### config.mk
export PLATFORM = sky130hd
export DESIGN_NAME = audio_dac_serializer
export DESIGN_NICKNAME = d
export VERILOG_FILES = /design/src/rtl/audio_dac_serializer.sv
export SDC_FILE = /design/constraint.sdc
export NUM_CORES = 1
export LEC_CHECK = 0
export BUFFER_PORTS_ARGS = -buffer_cell sky130_fd_sc_hd__buf_2
export CAP_MARGIN = 20
export CELL_PAD_IN_SITES_DETAIL_PLACEMENT = 0
export CELL_PAD_IN_SITES_GLOBAL_PLACEMENT = 2
export CORE_MARGIN = 2
export CORE_UTILIZATION = 30
export DETAILED_ROUTE_END_ITERATION = 8
export PLACE_DENSITY_LB_ADDON = 0.1
export SLEW_MARGIN = 20
export SYNTH_ARGS = -nofsm -noshare
export SYNTH_HDL_FRONTEND = slang
export SYNTH_SLANG_ARGS = --single-unit
### constraint.sdc
create_clock -name clk -period 2.1 [get_ports clk]
set_input_delay 0.63 -clock clk [delete_from_list [all_inputs] [get_ports clk]]
set_output_delay 0.63 -clock clk [all_outputs]
set_load 0.05 [all_outputs]
### src/rtl/audio_dac_serializer.sv
// I2S serializer for a stereo audio DAC: one-deep hold buffer feeding
// left/right shift registers, with BCLK/LRCK generated from the system clock.
module audio_dac_serializer #(
  parameter int AUDIO_DATA_WIDTH = 24,
  parameter int BCLK_HALF_PERIOD = 8,
  parameter int SLOT_BITS        = 32
) (
  input  logic                        clk,
  input  logic                        reset_n,
  input  logic [AUDIO_DATA_WIDTH-1:0] left_data,
  input  logic [AUDIO_DATA_WIDTH-1:0] right_data,
  input  logic                        in_valid,
  output logic                        in_ready,
  output logic                        aud_bclk,
  output logic                        aud_daclrck,
  output logic                        aud_dacdat,
  output logic                        frame_start,
  output logic                        underrun
);

  localparam int W  = AUDIO_DATA_WIDTH;
  localparam int DW = (BCLK_HALF_PERIOD > 1) ? $clog2(BCLK_HALF_PERIOD) : 1;
  localparam int BW = $clog2(2 * SLOT_BITS);

  localparam logic [DW-1:0] DIV_LAST = DW'(BCLK_HALF_PERIOD - 1);
  localparam logic [BW-1:0] BIT_LAST = BW'(2 * SLOT_BITS - 1);
  localparam logic [BW-1:0] SLOT_N   = BW'(SLOT_BITS);
  localparam logic [BW-1:0] DAT_LAST = BW'(AUDIO_DATA_WIDTH);

  logic [DW-1:0] div_q, div_d;
  logic [BW-1:0] bit_q, bit_d;
  logic          bclk_q, bclk_d;
  logic          lrck_q, lrck_d;
  logic          dat_q, dat_d;
  logic          fs_q, fs_d;
  logic          ur_q, ur_d;
  logic          rdy_q, rdy_d;
  logic          full_q, full_d;
  logic [W-1:0]  hold_l_q, hold_l_d;
  logic [W-1:0]  hold_r_q, hold_r_d;
  logic [W-1:0]  sh_l_q, sh_l_d;
  logic [W-1:0]  sh_r_q, sh_r_d;
  logic [W-1:0]  last_l_q, last_l_d;
  logic [W-1:0]  last_r_q, last_r_d;

  logic          tc, fall, bnd, xfer, rslot;
  logic [BW-1:0] slot;

  always_comb begin
    tc       = (div_q == DIV_LAST);
    fall     = tc && bclk_q;
    bnd      = fall && (bit_q == BIT_LAST);
    xfer     = in_valid && rdy_q;
    div_d    = tc ? '0 : div_q + 1'b1;
    bclk_d   = tc ? ~bclk_q : bclk_q;
    bit_d    = bit_q;
    lrck_d   = lrck_q;
    dat_d    = dat_q;
    sh_l_d   = sh_l_q;
    sh_r_d   = sh_r_q;
    last_l_d = last_l_q;
    last_r_d = last_r_q;
    hold_l_d = hold_l_q;
    hold_r_d = hold_r_q;
    full_d   = full_q;
    rslot    = 1'b0;
    slot     = '0;

    if (fall) begin
      bit_d  = bnd ? '0 : bit_q + 1'b1;
      rslot  = (bit_d >= SLOT_N);
      slot   = rslot ? bit_d - SLOT_N : bit_d;
      lrck_d = rslot;
      dat_d  = 1'b0;
      if (bnd) begin
        // An empty hold buffer means the previous pair is replayed.
        if (full_q) begin
          sh_l_d   = hold_l_q;
          sh_r_d   = hold_r_q;
          last_l_d = hold_l_q;
          last_r_d = hold_r_q;
        end else begin
          sh_l_d = last_l_q;
          sh_r_d = last_r_q;
        end
      end else if (slot != '0 && slot <= DAT_LAST) begin
        if (rslot) begin
          dat_d  = sh_r_q[W-1];
          sh_r_d = sh_r_q << 1;
        end else begin
          dat_d  = sh_l_q[W-1];
          sh_l_d = sh_l_q << 1;
        end
      end
    end

    if (bnd) full_d = 1'b0;
    if (xfer) begin
      full_d   = 1'b1;
      hold_l_d = left_data;
      hold_r_d = right_data;
    end

    rdy_d = ~full_d;
    fs_d  = bnd;
    ur_d  = bnd && !full_q;
  end

  always_ff @(posedge clk) begin
    if (!reset_n) begin
      div_q    <= '0;
      bit_q    <= BIT_LAST;
      bclk_q   <= 1'b0;
      lrck_q   <= 1'b0;
      dat_q    <= 1'b0;
      fs_q     <= 1'b0;
      ur_q     <= 1'b0;
      rdy_q    <= 1'b0;
      full_q   <= 1'b0;
      hold_l_q <= '0;
      hold_r_q <= '0;
      sh_l_q   <= '0;
      sh_r_q   <= '0;
      last_l_q <= '0;
      last_r_q <= '0;
    end else begin
      div_q    <= div_d;
      bit_q    <= bit_d;
      bclk_q   <= bclk_d;
      lrck_q   <= lrck_d;
      dat_q    <= dat_d;
      fs_q     <= fs_d;
      ur_q     <= ur_d;
      rdy_q    <= rdy_d;
      full_q   <= full_d;
      hold_l_q <= hold_l_d;
      hold_r_q <= hold_r_d;
      sh_l_q   <= sh_l_d;
      sh_r_q   <= sh_r_d;
      last_l_q <= last_l_d;
      last_r_q <= last_r_d;
    end
  end

  assign in_ready    = rdy_q;
  assign aud_bclk    = bclk_q;
  assign aud_daclrck = lrck_q;
  assign aud_dacdat  = dat_q;
  assign frame_start = fs_q;
  assign underrun    = ur_q;

endmodule

* After elaboration in Yosys (flattened, before gate mapping)
Cells that the tools add are included.
W data, S select, Z words.
** Word-level totals
- Flip-flop bits (word level) :: 160
- Output and inout port bits :: 6
- Word-level logic and storage cells :: 54
** Operators by class
- $add $sub $neg :: 3
- Order comparisons :: 2
- Equal/unequal tests :: 3
- Muxes and demuxes :: 15
- Bitwise logic cells :: 3
- Reductions and logical operators :: 13
** Operators with widths (count)
- $mux W24 :: 8
- $mux W6 :: 2
- $add A6 B1 Y6 const B :: 1
- $eq A6 B6 Y1 const B :: 1
- $ge A6 B6 Y1 const B :: 1
- $le A6 B5 Y1 const B :: 1
- $reduce_and A3 Y1 :: 2
- $reduce_bool A6 Y1 :: 1
- $sub A6 B6 Y6 const B :: 1
- $logic_and A1 B1 Y1 :: 5
- $mux W1 :: 5
- $reduce_bool A2 Y1 :: 2
- $add A3 B1 Y3 const B :: 1
- $eq A3 B3 Y1 const B :: 1
- $not A1 Y1 :: 3
- $ne A2 B2 Y1 const B :: 1
- $reduce_and A2 Y1 :: 1
- $reduce_or A2 Y1 :: 1
- $logic_not A1 Y1 :: 1

* Logic depth before layout (Yosys ltp)
- Depth in word-level cells :: 10
- Mapped depth :: 12
- Gate-level depth less buffers :: 7

* Worst setup path after synthesis
OpenSTA, ideal clock, no wires.
- Kind :: register to register
- From :: register bclk_q (netlist: aud_bclk)
- To :: register sh_r_q[18]
- Setup time :: 119 ps
- Arrival :: 2168 ps
- Required time :: 1981 ps
- Setup slack :: -186 ps
- Cell stages (with the launch flop) :: 7
- Period minus slack after synthesis :: 2286 ps
- Cells stage by stage :: dfxtp_1 > nand2_1 > or4_1 > buf_2 > a211oi_1 > a21oi_1 > o221a_1
** On the way
- Longest elaborated chain between the ends :: 9
** Ends and longest elaborated chain
- start: declaration :: RTL line 32 : logic bclk_q, bclk_d;
- start signal: assignment :: RTL line 129 : bclk_q <= bclk_d;
- $logic_and A1 B1 Y1 (*) :: RTL line 51 : fall = tc && bclk_q;
- $logic_and A1 B1 Y1 :: RTL line 52 : bnd = fall && (bit_q == BIT_LAST);
- $mux W6 :: RTL line 70 : bit_d = bnd ? '0 : bit_q + 1'b1;
- $sub A6 B6 Y6 / $ge A6 B6 Y1 (equally long branches) :: RTL line 72, 71
- $mux W6 :: RTL line 72 : slot = rslot ? bit_d - SLOT_N : bit_d;
- $le A6 B5 Y1 / $reduce_bool A6 Y1 (equally long branches) :: RTL line 86 : end else if (slot != '0 && slot <= DAT_LAST) begin
- $logic_and A1 B1 Y1 :: RTL line 86
- $reduce_bool A2 Y1 (no line)
- $reduce_and A3 Y1 (no line)
- end signal: assignment :: RTL line 139 : sh_r_q <= sh_r_d;
- end: declaration :: RTL line 42 : logic [W-1:0] sh_r_q, sh_r_d;
Mark *: on every way between the ends. The rest lies on a longest branch, timed or not.
A chain may end at the register's enable or synchronous reset.

* Final worst setup path
- From :: register bit_q[1]
- To :: register sh_l_q[0]
** On the way
- Longest elaborated chain between the ends :: 9
** Ends and longest elaborated chain
- start: declaration :: RTL line 31 : logic [BW-1:0] bit_q, bit_d;
- start signal: assignment :: RTL line 128 : bit_q <= bit_d;
- parallel branches: the longest is 9 deep, another holds $add A6 B1 Y6
- end signal: assignment :: RTL line 138 : sh_l_q <= sh_l_d;
- end: declaration :: RTL line 41 : logic [W-1:0] sh_l_q, sh_l_d;
Parallel ways; which one is timed is not known.

==> impl_metrics.xml <==
<?xml version="1.0" encoding="UTF-8"?>
<metrics>
  <group name="power_and_ir_drop">
    <metric name="pwr-share-seq" unit="%">47.6</metric>
    <metric name="power.density_cell_area" unit="mW/mm²">735.7</metric>
    <metric name="cellInternalPower" unit="mW">5.059</metric>
    <metric name="netSwitchingPower" unit="mW">1.513</metric>
    <metric name="p_leak" unit="nW">3.424</metric>
    <metric name="power.ir.vdd_worst" unit="mV">0.4168</metric>
    <metric name="power.share.clock" unit="%">47.3</metric>
    <metric name="comb_power_share" unit="%">5.1</metric>
    <metric name="sw_frac_of_total" unit="%">23.02</metric>
  </group>
  <group name="layout">
    <metric name="fill_cells" unit="">2417</metric>
    <metric name="area_growth" unit="%">23.23</metric>
    <metric name="seq_area" unit="mm²">0.003219</metric>
    <metric name="finish.utilization" unit="%">37.83</metric>
    <metric name="multiInputGateArea" unit="mm²">0.003815</metric>
    <metric name="final_layout_size_suffix_gt1_share" unit="%">20.09</metric>
    <metric name="layout.nets" unit="">958</metric>
    <metric name="antenna_cells_inserted" unit="">0</metric>
  </group>
  <group name="routing">
    <metric name="routed_wirelength" unit="µm">17740</metric>
    <metric name="drt_drc_violations_left" unit="">0</metric>
    <metric name="dr_total_vias" unit="">5801</metric>
    <metric name="via_density_per_instance" unit="">4.697</metric>
    <metric name="final_antenna_net_count" unit="">0</metric>
    <metric name="drt-pass1-iter-count" unit="">4</metric>
    <metric name="routedWlPerCell" unit="µm">14.37</metric>
    <metric name="first_iter_violations" unit="">199</metric>
  </group>
  <group name="min_path">
    <metric name="worstHoldPathType" unit="">flip-flop to flip-flop</metric>
  </group>
  <group name="floorplan">
    <metric name="floorplan.core_area" unit="mm²">0.02361</metric>
    <metric name="ioPinCount" unit="">57</metric>
    <metric name="fp.dieArea" unit="mm²">0.02542</metric>
    <metric name="number_of_standard_cell_rows_in_the_floorplan" unit="">56</metric>
    <metric name="start_util" unit="%">30.70</metric>
    <metric name="floorplan.die.width" unit="µm">159.4</metric>
    <metric name="die_y" unit="µm">159.4</metric>
  </group>
  <group name="place">
    <metric name="dp.final_hpwl" unit="µm">11770</metric>
    <metric name="portBuffers" unit="">56</metric>
    <metric name="gp_congestion" unit="">0.8061</metric>
    <metric name="placement.setup.worst_slack" unit="ns">-0.1324</metric>
  </group>
  <group name="sta">
    <metric name="post-route-min-period" unit="ns">2.098</metric>
    <metric name="max_freq" unit="MHz">476.7</metric>
    <metric name="final_min_period_over_clock_period" unit="%">99.90</metric>
    <metric name="timing.final.max_slew_violations" unit="">0</metric>
    <metric name="finalSetupViolCount" unit="">0</metric>
    <metric name="final.setup_skew" unit="ns">0.008649</metric>
    <metric name="setup_slack" unit="ns">0.002041</metric>
    <metric name="relSlewSlack" unit="%">62.23</metric>
    <metric name="grt_setup_unrepaired" unit="">true</metric>
    <metric name="hold_viol" unit="">0</metric>
    <metric name="worst_slew_pin_tran" unit="ns">0.5635</metric>
  </group>
  <group name="yosys">
    <metric name="synth_largest_area_cell" unit="">dfxtp_1</metric>
    <metric name="yosysMostFrequentCell" unit="">nand2_1</metric>
    <metric name="seq_area_frac_synth" unit="%">44.19</metric>
    <metric name="synth_compound_gate_area_share" unit="%">19.42</metric>
    <metric name="synthDistinctLibCells" unit="">49</metric>
    <metric name="synth_top_family_by_area" unit="">compound AO/OA/AOI/OAI gates</metric>
    <metric name="yosysWarningCount" unit="">0</metric>
    <metric name="yosys_register_bits" unit="">160</metric>
    <metric name="asyncSetResetFlopFracSynth" unit="%">0</metric>
    <metric name="synthAdderAreaFrac" unit="%">0.6905</metric>
    <metric name="synthTopCellsByCount" unit="">257 x nand2_1, 160 x dfxtp_1, 86 x a21boi_0</metric>
    <metric name="synth_cells" unit="">845</metric>
    <metric name="synth_edf_count" unit="">0</metric>
    <metric name="synthTopCellsByArea" unit="">dfxtp_1 44%, nand2_1 13%, mux2i_1 9.9%, a21boi_0 8.9%, o211ai_1 3.7%</metric>
    <metric name="syn-mean-instance-area" unit="µm²">8.578</metric>
    <metric name="yosys_most_used_dff" unit="">dfxtp_1</metric>
    <metric name="netlist_area" unit="mm²">0.007248</metric>
    <metric name="area_fraction_of_the_dominant_cell_type_after_synthesis" unit="%">44.19</metric>
    <metric name="post_synthesis_simple_gate_area_fraction" unit="%">18.25</metric>
    <metric name="yosys-mux-area-fraction" unit="%">11.81</metric>
    <metric name="synth_xor_xnor_area_share" unit="%">0.4833</metric>
    <metric name="syn_nets" unit="">900</metric>
  </group>
  <group name="critical_path">
    <metric name="cp_cell_sequence" unit="">ha_4, xor2_2, a311o_1, o31a_4, a211o_4, buf_12, a31o_4</metric>
    <metric name="crit_family" unit="">compound AO/OA/AOI/OAI gates</metric>
    <metric name="type_of_element_launching_the_critical_path" unit="">flip-flop</metric>
    <metric name="critPathMaxFanout" unit="">6</metric>
    <metric name="worst-setup-path-type" unit="">flip-flop to flip-flop</metric>
    <metric name="cpMaxStageDelayCell" unit="">a211o_4</metric>
    <metric name="end_kind" unit="">flip-flop</metric>
    <metric name="cp.buffers_inverters" unit="">1</metric>
    <metric name="worst-endpoint-arrival" unit="ns">2.41</metric>
    <metric name="setup_slack_reg_to_reg" unit="ns">0.002</metric>
    <metric name="timing.critical_path.required" unit="ns">2.41</metric>
    <metric name="timing.critical_path.slowest_cell_delay" unit="ns">0.40</metric>
  </group>
  <group name="cts">
    <metric name="cts.reportedPaths.clkPinSlew" unit="ns">0.07</metric>
    <metric name="clock_tree_from_tritoncts" unit="">done</metric>
    <metric name="cts_hold_buffers" unit="">0</metric>
    <metric name="number_of_buffers_added_by_the_clock_tree_synthesis_step" unit="">17</metric>
    <metric name="clockBufferDepth" unit="">2</metric>
    <metric name="cts.htree.levels" unit="">4</metric>
    <metric name="clock_latency" unit="ns">0.42</metric>
    <metric name="clk_root_buffer_cell" unit="">clkbuf_16</metric>
    <metric name="clock_sinks" unit="">160</metric>
  </group>
  <group name="global_routing">
    <metric name="grt_util_all_layers" unit="%">14.22</metric>
    <metric name="antenna_found_initial" unit="">0</metric>
    <metric name="grt_max_degree" unit="">53</metric>
    <metric name="grt_pass1_wl" unit="µm">29370</metric>
    <metric name="gr-total-overflow" unit="">0</metric>
    <metric name="grt_pass1_vias" unit="">5824</metric>
  </group>
  <group name="run_status">
    <metric name="status" unit="">finished, final reports clean</metric>
  </group>
  <group name="run">
    <metric name="max_cap_violations" unit="">0</metric>
  </group>
</metrics>
==> cells by family (layout without fill, tap and decap cells) <==
group,count (synthesis),in the layout
AO/OA/AOI/OAI,193,193
XOR/XNOR,4,4
adder cells (fa/ha/maj),4,4
buffers and inverters,76,147
flip-flops,160,160
multiplexers,84,84
AND/OR/NAND/NOR,324,324
==> power by group through the flow <==
stage	Combinational [mW]	Clock (mW)	Sequential [mW]
floorplan	0.210	0	3.19
global placement	0.338	0	3.20
detailed placement	0.345	0	3.20
CTS	0.346	3.23	3.13
global route	0.377	3.35	3.14
finish	0.336	3.11	3.13
==> layout by cell type, fill, tap and decap left out, types with 11 or more instances in the layout <==
| cell type | instances |
|---|---|
| a21boi_0 | 85 |
| a31oi_1 | 11 |
| buf_12 | 12 |
| buf_2 | 55 |
| buf_4 | 35 |
| clkbuf_16 | 19 |
| dfxtp_1 | 153 |
| mux2_2 | 12 |
| mux2i_1 | 72 |
| nand2_1 | 255 |
| nand3_1 | 11 |
| nor2_1 | 24 |
| o211ai_1 | 36 |
| o21ai_0 | 22 |
==> worst paths after layout <==
check                                  to  depth (start not counted)     start
worst max-delay path            sh_l_q[0]                          7  bit_q[1]
worst min-delay path             div_q[0]                          1  div_q[0]
worst max register to register  sh_l_q[0]                          7  bit_q[1]
worst min register to register   div_q[0]                          1  div_q[0]
==> area by class of cell <==
class	instances	area share, %
flip-flops and latches	160	36.04
well taps	319	4.468
inverters	8	0.3362
repair buffers	107	9.833
clock inverters	12	1.499
multi-input cells	609	42.71
clock buffers	20	5.113
==> repair_timing <==
action                     4_1_cts  5_1_grt
setup buffers                    0        1
hold endpoints to repair         0        0
setup endpoints to repair       40       85
resized for setup               12       19
cloned                           1        2
pin swaps                        3        6
==> state kept, by name, summed over array words and instances, names as in the netlist, 3 cells and up <==
| name | count |
|---|---|
| bit_q | 6 |
| div_q | 3 |
| sh_r_q | 24 |
| last_l_q | 24 |
| hold_r_q | 24 |
| sh_l_q | 24 |
| last_r_q | 24 |
| hold_l_q | 24 |
==> metal layers <==
layer / track usage (%) / vias to the layer above / routed length (µm)
met5: 0 / - / 0
met1: 17.61 / 2714 / 8356
met3: 3.022 / 8 / 454
met4: 3.347 / 0 / 132
li1: - / 3007 / -
met2: 25.24 / 72 / 8800
==> through the flow <==
stage	cells	hold WS, ns	setup TNS, ns	area, µm²	power (mW)
2_1_floorplan	845	0.4033	-1.470	7278	3.396
5_1_grt	1235	0.4212	-0.06737	8932	6.863
4_1_cts	1232	0.4290	-0.2902	8806	6.705
6_report	1235	0.4025	0	8932	6.572
3_5_place_dp	1199	0.4203	-1.276	8119	3.548
3_3_place_gp	1199	0.4110	-0.2535	8119	3.539
Note: power is estimated with default switching activity, not from simulation.
